==> src/rtl/dmem_port_arbiter_if.sv <==
// Data-memory port bundle: CPU load/store path, DMA path and the shared memory port.
// slave = arbiter side, master = environment (pipeline, DMA engine, memory).
interface dmem_port_arbiter_if #(
  parameter int AW  = 8,
  parameter int DW  = 32,
  parameter int BEW = 4
);
  logic           cpu_req;
  logic           cpu_we;
  logic [AW-1:0]  cpu_addr;
  logic [BEW-1:0] cpu_byteena;
  logic [DW-1:0]  cpu_wdata;
  logic           cpu_stall;
  logic [DW-1:0]  cpu_rdata;
  logic           cpu_rvalid;

  logic           dma_req;
  logic           dma_we;
  logic [AW-1:0]  dma_addr;
  logic [BEW-1:0] dma_byteena;
  logic [DW-1:0]  dma_wdata;
  logic           dma_gnt;
  logic [DW-1:0]  dma_rdata;
  logic           dma_rvalid;

  logic [AW-1:0]  mem_addr;
  logic           mem_we;
  logic [BEW-1:0] mem_byteena;
  logic [DW-1:0]  mem_wdata;
  logic [DW-1:0]  mem_rdata;

  modport slave (
    input  cpu_req, cpu_we, cpu_addr, cpu_byteena, cpu_wdata,
    output cpu_stall, cpu_rdata, cpu_rvalid,
    input  dma_req, dma_we, dma_addr, dma_byteena, dma_wdata,
    output dma_gnt, dma_rdata, dma_rvalid,
    output mem_addr, mem_we, mem_byteena, mem_wdata,
    input  mem_rdata
  );

  modport master (
    output cpu_req, cpu_we, cpu_addr, cpu_byteena, cpu_wdata,
    input  cpu_stall, cpu_rdata, cpu_rvalid,
    output dma_req, dma_we, dma_addr, dma_byteena, dma_wdata,
    input  dma_gnt, dma_rdata, dma_rvalid,
    input  mem_addr, mem_we, mem_byteena, mem_wdata,
    output mem_rdata
  );
endinterface

==> src/rtl/dmem_port_arbiter.sv <==
// Two-requester arbiter for the single data-memory port: CPU first, DMA promoted
// after MAX_WAIT ungranted cycles; one-cycle read latency routed back by owner tag.
module dmem_port_arbiter #(
  parameter int AW       = 8,
  parameter int DW       = 32,
  parameter int BEW      = 4,
  parameter int MAX_WAIT = 4
) (
  input  logic                clk,
  input  logic                reset,
  dmem_port_arbiter_if.slave  bus
);
  typedef struct packed {
    logic           we;
    logic [AW-1:0]  addr;
    logic [BEW-1:0] byteena;
    logic [DW-1:0]  wdata;
  } req_t;

  typedef enum logic {IDLE = 1'b0, CPU_LOAD_RESP = 1'b1} state_t;

  state_t        state;
  logic [3:0]    wait_cnt;
  logic          rd_vld;
  logic          rd_owner;   // 1 = in-flight read belongs to DMA
  logic [AW-1:0] last_addr;

  req_t cpu_r, dma_r, win_r;
  logic cpu_elig, dma_pri, cpu_win, dma_win, issue;

  assign cpu_r = '{we: bus.cpu_we, addr: bus.cpu_addr, byteena: bus.cpu_byteena, wdata: bus.cpu_wdata};
  assign dma_r = '{we: bus.dma_we, addr: bus.dma_addr, byteena: bus.dma_byteena, wdata: bus.dma_wdata};

  always_comb begin
    cpu_elig = bus.cpu_req & (state == IDLE);
    dma_pri  = (wait_cnt == 4'(MAX_WAIT));
    cpu_win  = ~reset & cpu_elig & ~(bus.dma_req & dma_pri);
    dma_win  = ~reset & bus.dma_req & ~cpu_win;
    issue    = cpu_win | dma_win;
    win_r    = dma_win ? dma_r : cpu_r;
  end

  // Idle port keeps the last address to avoid needless address toggling.
  assign bus.mem_we      = issue & win_r.we;
  assign bus.mem_addr    = reset ? '0 : (issue ? win_r.addr : last_addr);
  assign bus.mem_byteena = issue ? win_r.byteena : '0;
  assign bus.mem_wdata   = issue ? win_r.wdata : '0;

  assign bus.cpu_stall  = cpu_elig & ~reset & ~(cpu_win & bus.cpu_we);
  assign bus.dma_gnt    = dma_win;
  assign bus.cpu_rvalid = ~reset & rd_vld & ~rd_owner;
  assign bus.dma_rvalid = ~reset & rd_vld & rd_owner;
  assign bus.cpu_rdata  = bus.cpu_rvalid ? bus.mem_rdata : '0;
  assign bus.dma_rdata  = bus.dma_rvalid ? bus.mem_rdata : '0;

  always_ff @(posedge clk) begin
    if (reset) begin
      state     <= IDLE;
      wait_cnt  <= '0;
      rd_vld    <= 1'b0;
      rd_owner  <= 1'b0;
      last_addr <= '0;
    end else begin
      case (state)
        IDLE:          if (cpu_win & ~bus.cpu_we) state <= CPU_LOAD_RESP;
        CPU_LOAD_RESP: state <= IDLE;
        default:       state <= IDLE;
      endcase
      rd_vld   <= issue & ~win_r.we;
      rd_owner <= dma_win;
      if (issue) last_addr <= win_r.addr;
      if (dma_win)
        wait_cnt <= '0;
      else if (bus.dma_req && !dma_pri)
        wait_cnt <= wait_cnt + 4'd1;
    end
  end
endmodule

==> src/flat_wrapper.sv <==
// flat-port wrapper written by rule: the top's interface ports become plain ports
module dmem_port_arbiter_flat 
#(
  parameter int AW       = 8,
  parameter int DW       = 32,
  parameter int BEW      = 4,
  parameter int MAX_WAIT = 4
)
  (clk, reset, bus_cpu_req, bus_cpu_we, bus_cpu_addr, bus_cpu_byteena, bus_cpu_wdata, bus_cpu_stall, bus_cpu_rdata, bus_cpu_rvalid, bus_dma_req, bus_dma_we, bus_dma_addr, bus_dma_byteena, bus_dma_wdata, bus_dma_gnt, bus_dma_rdata, bus_dma_rvalid, bus_mem_addr, bus_mem_we, bus_mem_byteena, bus_mem_wdata, bus_mem_rdata);
  dmem_port_arbiter_if #(.AW(AW), .DW(DW), .BEW(BEW)) bus_i ();
  input  logic clk;
  input  logic reset;
  input wire logic [$bits(bus_i.cpu_req)-1:0] bus_cpu_req;
  input wire logic [$bits(bus_i.cpu_we)-1:0] bus_cpu_we;
  input wire logic [$bits(bus_i.cpu_addr)-1:0] bus_cpu_addr;
  input wire logic [$bits(bus_i.cpu_byteena)-1:0] bus_cpu_byteena;
  input wire logic [$bits(bus_i.cpu_wdata)-1:0] bus_cpu_wdata;
  output wire logic [$bits(bus_i.cpu_stall)-1:0] bus_cpu_stall;
  output wire logic [$bits(bus_i.cpu_rdata)-1:0] bus_cpu_rdata;
  output wire logic [$bits(bus_i.cpu_rvalid)-1:0] bus_cpu_rvalid;
  input wire logic [$bits(bus_i.dma_req)-1:0] bus_dma_req;
  input wire logic [$bits(bus_i.dma_we)-1:0] bus_dma_we;
  input wire logic [$bits(bus_i.dma_addr)-1:0] bus_dma_addr;
  input wire logic [$bits(bus_i.dma_byteena)-1:0] bus_dma_byteena;
  input wire logic [$bits(bus_i.dma_wdata)-1:0] bus_dma_wdata;
  output wire logic [$bits(bus_i.dma_gnt)-1:0] bus_dma_gnt;
  output wire logic [$bits(bus_i.dma_rdata)-1:0] bus_dma_rdata;
  output wire logic [$bits(bus_i.dma_rvalid)-1:0] bus_dma_rvalid;
  output wire logic [$bits(bus_i.mem_addr)-1:0] bus_mem_addr;
  output wire logic [$bits(bus_i.mem_we)-1:0] bus_mem_we;
  output wire logic [$bits(bus_i.mem_byteena)-1:0] bus_mem_byteena;
  output wire logic [$bits(bus_i.mem_wdata)-1:0] bus_mem_wdata;
  input wire logic [$bits(bus_i.mem_rdata)-1:0] bus_mem_rdata;
  assign bus_i.cpu_req = bus_cpu_req;
  assign bus_i.cpu_we = bus_cpu_we;
  assign bus_i.cpu_addr = bus_cpu_addr;
  assign bus_i.cpu_byteena = bus_cpu_byteena;
  assign bus_i.cpu_wdata = bus_cpu_wdata;
  assign bus_cpu_stall = bus_i.cpu_stall;
  assign bus_cpu_rdata = bus_i.cpu_rdata;
  assign bus_cpu_rvalid = bus_i.cpu_rvalid;
  assign bus_i.dma_req = bus_dma_req;
  assign bus_i.dma_we = bus_dma_we;
  assign bus_i.dma_addr = bus_dma_addr;
  assign bus_i.dma_byteena = bus_dma_byteena;
  assign bus_i.dma_wdata = bus_dma_wdata;
  assign bus_dma_gnt = bus_i.dma_gnt;
  assign bus_dma_rdata = bus_i.dma_rdata;
  assign bus_dma_rvalid = bus_i.dma_rvalid;
  assign bus_mem_addr = bus_i.mem_addr;
  assign bus_mem_we = bus_i.mem_we;
  assign bus_mem_byteena = bus_i.mem_byteena;
  assign bus_mem_wdata = bus_i.mem_wdata;
  assign bus_i.mem_rdata = bus_mem_rdata;
  dmem_port_arbiter #(.AW(AW), .DW(DW), .BEW(BEW), .MAX_WAIT(MAX_WAIT)) u_core (.clk(clk), .reset(reset), .bus(bus_i));
endmodule
==> config.mk <==
export PLATFORM = sky130hd
export DESIGN_NAME = dmem_port_arbiter_flat
export DESIGN_NICKNAME = d
export VERILOG_FILES = /design/src/rtl/dmem_port_arbiter_if.sv /design/src/rtl/dmem_port_arbiter.sv /design/src/flat_wrapper.sv
export SDC_FILE = /design/constraint.sdc
export NUM_CORES = 1
export LEC_CHECK = 0
export BUFFER_PORTS_ARGS = -buffer_cell sky130_fd_sc_hd__buf_2
export CORE_ASPECT_RATIO = 0.5
export CORE_MARGIN = 2
export CORE_UTILIZATION = 29
export DETAILED_ROUTE_END_ITERATION = 10
export GPL_TIMING_DRIVEN = 0
export PLACE_DENSITY_LB_ADDON = 0.15
export SLEW_MARGIN = 20
export SYNTH_ARGS = -nofsm -noshare
export SYNTH_HDL_FRONTEND = slang
export SYNTH_SLANG_ARGS = --single-unit
==> constraint.sdc <==
create_clock -name clk -period 1.6 [get_ports clk]
set_input_delay 0.32 -clock clk [delete_from_list [all_inputs] [get_ports clk]]
set_output_delay 0.32 -clock clk [all_outputs]
set_load 0.02 [all_outputs]
==> impl_results.md, run 1 <==
- Status: finished with violations
- Violated checks: negative setup slack
- Crit-path max cell delay: 320 ps
- R2r worst-path depth: 7
- Routed wire length: 11400 microns
- Crit path capture type: output port
- Peak VDD IR: 0.352 mV
- Post-synth top flop: dfxtp_1
- TNS Setup: -28740 ps
- Htree depth: 1
- Placement Rows: 20
- Crit path buf inv count: 3
- Initial Utilization: 29.8%
- DR vias: 3301
- Largest cells by area after synthesis: and2_1, dfxtp_1, nand3_1
- CP Max Fanout: 5
- Final Setup Violations: 109
- CTS tree: built
- Synth async-reset ratio: 0%
- Worst path required time: 1280 ps
- Largest delay share family, worst path: simple AND/OR/NAND/NOR gates
- Overall Global Routing Usage: 26.0%
- Register area share after synthesis: 16.7%
- Post-Synthesis Cell Area: 1800 sq um
- Number of routed nets with antenna violations: 0
- RePlAce Congestion: 0.792
- Synth cell types: 33
- Min Tclk post-route: 2100 ps
- Detailed placement HPWL: 6410 microns
- Buffers on Ports: 236
- Die area: 6890 sq um
- Synth-to-Final Area Change: 192%
- Clock transition at path regs: 50 ps
- Crit path depth: 7
- Area share of the largest cell type after synthesis: 22.6%
- Worst-Skew Late Latency: 250 ps
- Largest net degree at the start of global routing: 14
- Seq cells post-synth: 15
- Initial antenna violation count: 1
- Synth area leader: and2_1
- DR vias/cell: 5.17
- Hold Path Class: in -> reg
- RSZ-0062 raised after global routing: true
- Number of global-route vias before repair: 3064
- WP data arrival: 1780 ps
- Most common cell after layout, fill and taps aside: buf_2
- Root Driver: clkbuf_16
- Hold Slack: 279 ps
- Iteration-0 DRC Markers: 177
- DRC Markers: 0
- Slew HR: 67.6%
- PnR worst setup slack: -502 ps
- Final Max Slew Viols: 0
- Sinks on Clock Net: 15
- Fmax: 476 MHz
- Leakage Power: 2.46 nW
- Critical path cell sequence: inv_2 -> ha_4 -> nand4b_1 -> and2_4 -> buf_16 -> o311a_4 -> buf_6
- Period utilization: 131%
- CTS buffer count: 3
- First-pass GRT wire length: 14500 microns
- Setup Skew: 0.868 ps
- Syn nets: 413
- Core Util, Final: 87.1%
- Die H: 59.7 microns
- Fillers: 314
- Post-route cell area: 5250 sq um
- CP max-delay cell: dfxtp_2
- WL/cell: 17.8 microns
- DRT Pass-1 Iters: 4
- Synth warn: 0
- Most frequent cells in the layout: buf_2, buf_6, and2_4
- Clock Path Buffers: 2
- I/O Pins: 239
- Synth Instances: 285
- Nets@finish: 679
- Post-CTS Hold Buffers: 0
- Die width: 115 microns
- Final Hold Viols: 0
- Layout cells sized above 1: 80.2%
- Worst slew pin tran: 486 ps
- Worst hold stages: 2
- Syn_area_per_cell: 6.31 sq um
- Post-synth EDFFs: 0
- Max Cap Violations: 0
- Startpoint Class: register
- Placed Instance Area: 3620 sq um
- Grt ovf: 0
- CP Class: reg -> out
- Core ar.: 6030 sq um
- PD cells: 398 nW/um^2
-- registers in the layout, summed over array words and instances (netlist names) --
| register | count |
|---|---|
| u_core.rd_owner | 1 |
| u_core.wait_cnt | 4 |
| u_core.rd_vld | 1 |
| u_core.last_addr | 8 |
| u_core.state | 1 |
-- per-layer routing --
metal / vias to the layer above / global-route usage (%) / wire length [microns]
li1: 1512 / - / -
met1: 1580 / 29.7 / 4350
met2: 177 / 49.5 / 5810
met3: 32 / 4.87 / 880
met4: 0 / 9.29 / 316
met5: - / 0 / 0
-- Yosys cell counts, drive strengths merged (2+ instances only) --
cell and count:
a21oi 8, and2 65, buf 15, clkbuf 16, dfxtp 15, ha 2, inv 4, nand2 39
nand2b 2, nand3 38, nand3b 10, nand4b 2, nor2 10, nor3b 2, o21ai 37, o2bb2ai 2
o311a 8
-- repair_timing --
action                                  4_1_cts  5_1_grt
resized for setup                           291       90
endpoints found under the setup margin      106      110
setup buffers                                 8        5
cloned                                        9        4
pin swaps                                    36       42
-- through the flow --
| stage | worst slack, ps | cells | power, mW |
|---|---|---|---|
| 2_1_floorplan | -39.8 | 285 | 0.946 |
| 3_3_place_gp | -403 | 609 | 1.25 |
| 3_5_place_dp | -424 | 609 | 1.26 |
| 4_1_cts | -427 | 630 | 1.99 |
| 5_1_grt | -519 | 639 | 2.17 |
| 6_report | -502 | 639 | 2.09 |
-- path summary, 6_finish.rpt --
check	startpoint	to	slack (ps)
worst min register to register	u_core.wait_cnt[3]$_SDFFE_PP0P_	u_core.wait_cnt[3]$_SDFFE_PP0P_	500
worst max-delay path	u_core.wait_cnt[0]$_SDFFE_PP0P_	bus_mem_addr[2]	-500
worst min-delay path	bus_dma_we	u_core.rd_vld$_SDFF_PP0_	280
worst max register to register	u_core.wait_cnt[0]$_SDFFE_PP0P_	u_core.rd_vld$_SDFF_PP0_	80
-- report_power, final --
group          switching [mW]  internal [mW]
clock                   0.164          0.338
sequential             0.0114          0.400
combinational           0.575          0.604
total                   0.751           1.34
-- area by class of cell --
cell class | count | area (sq um) | area share [%]
Clock buffer | 4 | 78.8 | 1.50
Buffer | 30 | 370 | 7.05
Timing Repair Buffer | 261 | 2200 | 41.9
Sequential cell | 15 | 308 | 5.86
Inverter | 4 | 15.0 | 0.286
Multi-Input combinational cell | 236 | 2170 | 41.2
Tap cell | 88 | 110 | 2.10
Antenna cell | 1 | 2.50 | 0.0477
-- logic make-up after synthesis --
logic type / Yosys count / synth area share (%)
AO/OA/AOI/OAI: 60 / 20.3
AND/OR/NAND/NOR: 173 / 52.5
flip-flops: 15 / 16.7
buffers and inverters: 35 / 9.11
adder cells (fa/ha/maj): 2 / 1.39
Note: power is estimated with default switching activity, not from simulation.
==> inputs of run 2 (changes only) <==
- BUFFER_PORTS_ARGS: -buffer_cell sky130_fd_sc_hd__buf_2 -> -buffer_cell sky130_fd_sc_hd__buf_4
- PLACE_DENSITY: not set -> 0.78
- PLACE_DENSITY_LB_ADDON: 0.15 -> not set
==> run 2 against run 1 <==
Effect of this change:
- the run still ends with negative setup slack left
- die area did not move
- maximum frequency fell by 2.0%
- clock-buffer cell count fell by 1
- critical endpoint is now bus_mem_wdata[15]
- via count rose by 5.5%
- setup slack got worse by 43 ps
- total power rose by 5.7%
- cell count did not move
- largest cell class unchanged
- critical path type unchanged
- clock power fell by 4%
- non-clock buffer count rose by 1
==> impl_results.md, run 2 (same netlist as run 1, synthesis figures left out) <==
- Biggest register: u_core.last_addr
- First-pass GRT wire length: 15300 microns (+6.1%)
- Worst path required time: 1280 ps (about the same)
- PD cells: 407 nW/um^2 (+2.1%)
- Initial antenna violation count: 0 (-1)
- CP Class: reg -> out
- Detailed placement HPWL: 7710 microns (+20%)
- DRT Pass-1 Iters: 5 (+1)
- Initial Utilization: 29.8% (unchanged)
- Slew HR: 67.4% (-0.23 points)
- Number of routed nets with antenna violations: 0 (unchanged)
- Period utilization: 134% (+2.7 points)
- Worst-Skew Late Latency: 250 ps (about the same)
- Placement Rows: 20 (unchanged)
- Sinks on Clock Net: 15 (unchanged)
- CP Max Fanout: 5 (unchanged)
- RePlAce Congestion: 0.882 (+11%)
- Largest net degree at the start of global routing: 11 (-3)
- DR vias: 3483 (+5.5%)
- Largest registers: u_core.last_addr (8), u_core.wait_cnt (4)
- Clock Path Buffers: 2 (unchanged)
- WL/cell: 21.8 microns (+23%)
- Final Hold Viols: 0 (unchanged)
- Violated checks: negative setup slack
- Peak VDD IR: 0.558 mV (+59%)
- WP data arrival: 1830 ps (+50 ps)
- Critical path cell sequence: inv_2 -> ha_4 -> nand4b_1 -> and2_4 -> buf_6 -> clkbuf_16 -> o21ai_4 -> buf_6
- Final Setup Violations: 109 (unchanged)
- Most frequent cells in the layout: buf_4, buf_6, and2_4
- Core Util, Final: 90.1% (+3.0 points)
- Startpoint Class: register
- Min Tclk post-route: 2150 ps (+43.0 ps)
- Buffers on Ports: 236 (unchanged)
- Total power: 2.21 mW (+5.7%)
- CTS tree: built
- Largest delay share family, worst path: buffers and inverters
- Routed wire length: 13900 microns (+23%)
- Most common cell after layout, fill and taps aside: buf_4
- Setup Skew: 3.69 ps (+2.82 ps)
- Htree depth: 1 (unchanged)
- Iteration-0 DRC Markers: 370 (+110%)
- Core ar.: 6030 sq um (unchanged)
- Nets@finish: 680 (+0.15%)
- Placed Instance Area: 4220 sq um (+16%)
- CP max-delay cell: dfxtp_2
- Max reg flops: 8 (unchanged)
- Worst slew pin tran: 489 ps (+3.44 ps)
- Post-route cell area: 5440 sq um (+3.5%)
- Synth-to-Final Area Change: 202%
- RSZ-0062 raised after global routing: true
- Die width: 115 microns (unchanged)
- Final non-filler cell total: 639 (unchanged)
- Die H: 59.7 microns (unchanged)
- Dpl ws: -342 ps (+82.7 ps)
- Diode count: 0 (-1)
- Crit-path max cell delay: 320 ps (about the same)
- Crit path capture type: output port
- Leakage Power: 2.54 nW (+3.0%)
- PnR worst setup slack: -545 ps (-43.0 ps)
- Crit path buf inv count: 4 (+1)
- Number of placed cells counting well taps: 609 (unchanged)
- Max Cap Violations: 0 (unchanged)
- Fmax: 466 MHz (-2.0%)
- Root Driver: clkbuf_16
- Final Max Slew Viols: 0 (unchanged)
- DR vias/cell: 5.45 (+5.5%)
- Status: finished with violations
- CTS buffer count: 3 (unchanged)
- Clock transition at path regs: 50 ps (about the same)
- Overall Global Routing Usage: 28.4% (+2.4 points)
- Hold Path Class: in -> reg
- Crit path top cell by count: buf_6
- DRC Markers: 0 (unchanged)
- Layout cells sized above 1: 74.6% (-5.6 points)
- I/O Pins: 239 (unchanged)
- Number of global-route vias before repair: 2862 (-6.6%)
- Grt ovf: 0 (unchanged)
- Die area: 6890 sq um (unchanged)
-- run 2: cell types whose count changed in the layout (fill, tap and decap cells not counted), moves of 2 or more --
cell,change
and2_1,+3
buf_2,-128
nand3_2,-28
and2_4,-3
nand3_1,+28
o21ai_2,-3
buf_4,+126
clkbuf_2,+2
o21ai_4,+3
-- run 2: area by class of cell --
type                    count  area (sq um)
multi-input cells         236          2030
plain buffers              31           338
well taps                  88           110
repair buffers            261          2550
clock inverters             1          5.00
inverters                   4          15.0
flip-flops and latches     15           308
clock buffers               3          75.1
fillers                   223           596
-- run 2: routing by layer --
metal | vias up | GRT usage, % | part of all wire, %
li1 | 1512 | - | -
met2 | 216 | 50.8 | 51
met3 | 49 | 3.55 | 7.7
met4 | 0 | 6.02 | 3.2
met1 | 1706 | 37.2 | 38
met5 | - | 0 | 0
-- run 2: what timing repair did --
action                                  in CTS  in global routing
hold buffers                                 0                  0
resized for setup                          143                 91
endpoints found under the setup margin     106                105
gates cloned                                 6                  7
pin swaps                                   30                 42
setup buffers                                9                  4
-- run 2: report_power, final --
group	switching [mW]	internal, mW	total [mW]
Sequential	0.0121	0.400	0.412
Clock	0.150	0.333	0.484
Combinational	0.613	0.702	1.31
-- run 2: through the flow --
step | hold slack [ps] | TNS [ps]
floorplan | 424 | -579
global placement | 476 | -17800
detailed placement | 484 | -18190
CTS | 278 | -21440
global route | 282 | -31890
finish | 287 | -28500
-- run 2: path summary, 6_finish.rpt --
kind / startpoint / endpoint / slack, ps / cells past startpoint
setup / recovery: u_core.wait_cnt[0]$_SDFFE_PP0P_ / bus_mem_wdata[15] / -550 / 8
hold / removal: bus_dma_we / u_core.rd_vld$_SDFF_PP0_ / 290 / 2
setup reg to reg: u_core.wait_cnt[0]$_SDFFE_PP0P_ / u_core.rd_vld$_SDFF_PP0_ / 10 / 7
hold reg to reg: u_core.wait_cnt[3]$_SDFFE_PP0P_ / u_core.wait_cnt[3]$_SDFFE_PP0P_ / 500 / 1
==> inputs of run 3 (changes only) <==
- MAX_ROUTING_LAYER: not set -> met4
==> run 3 against run 2 <==
Effect of this change:
- the flow still finishes with violations (negative setup slack)
- critical path depth unchanged
- first-iteration DRC count down 12%
- final area unchanged
- maximum frequency up 0.46%
- hold slack better by 0.99 ps
- total power about the same
- cell count unchanged
- clock-buffer cell count unchanged
- critical endpoint unchanged
- largest cell class unchanged
- largest power group unchanged
==> impl_results.md, run 3 (same netlist as run 1, synthesis figures left out) <==
- Clock transition at path regs: 50 ps (about the same)
- Hold Path Class: in -> reg
- Buffers on Ports: 236 (unchanged)
- Die area: 6890 sq um (unchanged)
- PnR worst setup slack: -536 ps (+9.74 ps)
- Crit path buf inv count: 4 (unchanged)
- Slew HR: 67.2% (-0.24 points)
- CTS buffer count: 3 (unchanged)
- TNS Setup: -27590 ps (+913 ps)
- Worst-Skew Late Latency: 250 ps (about the same)
- Max reg flops: 8 (unchanged)
- Most frequent cells in the layout: buf_4, buf_6, and2_4
- Violated checks: negative setup slack
- Final Hold Viols: 0 (unchanged)
- Final Max Slew Viols: 0 (unchanged)
- DR vias/cell: 5.56 (+2.1%)
- Number of routed nets with antenna violations: 0 (unchanged)
- WL/cell: 21.7 microns (-0.51%)
- I/O Pins: 239 (unchanged)
- First-pass GRT wire length: 15300 microns (-0.27%)
- Setup Skew: 3.50 ps (-0.188 ps)
- Number of placed cells counting well taps: 609 (unchanged)
- Status: finished with violations
- Grt ovf: 0 (unchanged)
- Core Util, Final: 90.1% (unchanged)
- Final non-filler cell total: 639 (unchanged)
- Die H: 59.7 microns (unchanged)
- Initial Utilization: 29.8% (unchanged)
- Setup crit start: u_core.wait_cnt[0]$_SDFFE_PP0P_
- Crit path capture type: output port
- Sinks on Clock Net: 15 (unchanged)
- Fmax: 468 MHz (+0.46%)
- RSZ-0062 raised after global routing: true
- Root Driver: clkbuf_16
- Routed wire length: 13900 microns (-0.51%)
- Most common cell after layout, fill and taps aside: buf_4
- Clock Path Buffers: 2 (unchanged)
- Worst path required time: 1280 ps (about the same)
- Overall Global Routing Usage: 29.2% (+0.80 points)
- Final Setup Violations: 108 (-0.92%)
- Min Tclk post-route: 2140 ps (-9.74 ps)
- Crit path top cell by count: buf_6
- CTS tree: built
- DR vias: 3556 (+2.1%)
- Iteration-0 DRC Markers: 325 (-12%)
- CP Max Fanout: 5 (unchanged)
- DRC Markers: 0 (unchanged)
- PD cells: 407 nW/um^2 (about the same)
- WP data arrival: 1820 ps (about the same)
- Number of global-route vias before repair: 2852 (-0.35%)
- Placement Rows: 20 (unchanged)
- Largest net degree at the start of global routing: 11 (unchanged)
- CP Class: reg -> out
- R2R Path Start: u_core.wait_cnt[0]$_SDFFE_PP0P_
- Peak VDD IR: 0.559 mV (about the same)
- CP max-delay cell: dfxtp_2
- Synth-to-Final Area Change: 202% (unchanged)
- Detailed placement HPWL: 7710 microns (unchanged)
- Diode count: 0 (unchanged)
- Period utilization: 133% (-0.61 points)
- Initial antenna violation count: 0 (unchanged)
- Largest registers: u_core.last_addr (8), u_core.wait_cnt (4)
- Nets@finish: 680 (unchanged)
- Core ar.: 6030 sq um (unchanged)
- Worst hold start: bus_dma_we
- DRT Pass-1 Iters: 7 (+2)
- Worst slew pin tran: 493 ps (+3.60 ps)
- RePlAce Congestion: 0.896 (+1.7%)
- Die width: 115 microns (unchanged)
- Crit-path max cell delay: 320 ps (about the same)
- Largest delay share family, worst path: buffers and inverters
- Startpoint Class: register
- Htree depth: 1 (unchanged)
- Layout cells sized above 1: 74.6% (unchanged)
- Max Cap Violations: 0 (unchanged)
- Leakage Power: 2.54 nW (unchanged)
- Biggest register: u_core.last_addr
- Critical path cell sequence: inv_2 -> ha_4 -> nand4b_1 -> and2_4 -> buf_6 -> clkbuf_16 -> o21ai_4 -> buf_6
[run 3: cell counts in the layout (fill, tap and decap cells not counted)]
No cell type changed its count.
[run 3: final timing paths]
| check | to | depth (start not counted) | slack, ps |
|---|---|---|---|
| worst max-delay path | bus_mem_wdata[15] | 8 | -540 |
| worst max register to register | u_core.rd_vld$_SDFF_PP0_ | 7 | 0 |
| worst min-delay path | u_core.rd_vld$_SDFF_PP0_ | 2 | 290 |
| worst min register to register | u_core.wait_cnt[3]$_SDFFE_PP0P_ | 1 | 500 |
[run 3: per-stage QoR]
step | worst slack [ps] | area [sq um] | power, mW | hold slack (ps)
final | -536 | 5440 | 2.21 | 288
after global routing | -573 | 5440 | 2.27 | 282
after CTS | -474 | 4990 | 2.05 | 278
after detailed placement | -342 | 4220 | 1.42 | 484
after global placement | -346 | 4220 | 1.41 | 476
after floorplan | -39.8 | 2330 | 0.946 | 424
[run 3: layout make-up]
type                    instances  area (sq um)
fillers                       223           596
clock buffers                   3          75.1
repair buffers                261          2550
inverters                       4          15.0
clock inverters                 1          5.00
flip-flops and latches         15           308
well taps                      88           110
multi-input cells             236          2030
plain buffers                  31           338
[run 3: layer usage]
metal  GRT usage [%]  wire (microns)  vias up
met5               -               0        -
met1            37.2            5220     1708
met3            3.45            1130       72
met4            6.37             605        0
met2            50.5            6900      268
li1                -               -     1508
[run 3: timing repair]
action,in CTS,in global routing
pin swaps,30,42
hold buffers,0,0
setup endpoints to repair,106,105
gates resized for setup,143,91
setup buffers,9,4
gates cloned,6,7
[run 3: worst register-to-register path, stage by stage (launching register included)]
cell       delay [ps]
dfxtp_2           320
inv_2              70
ha_4              130
nand4b_1          180
and2_4            240
buf_12            150
clkbuf_16         170
o31ai_1           230
[run 3: power by group]
group | switching (mW) | leakage [nW] | internal (mW)
Clock | 0.152 | 0.0409 | 0.334
Combinational | 0.612 | 2.37 | 0.702
Sequential | 0.0119 | 0.126 | 0.400
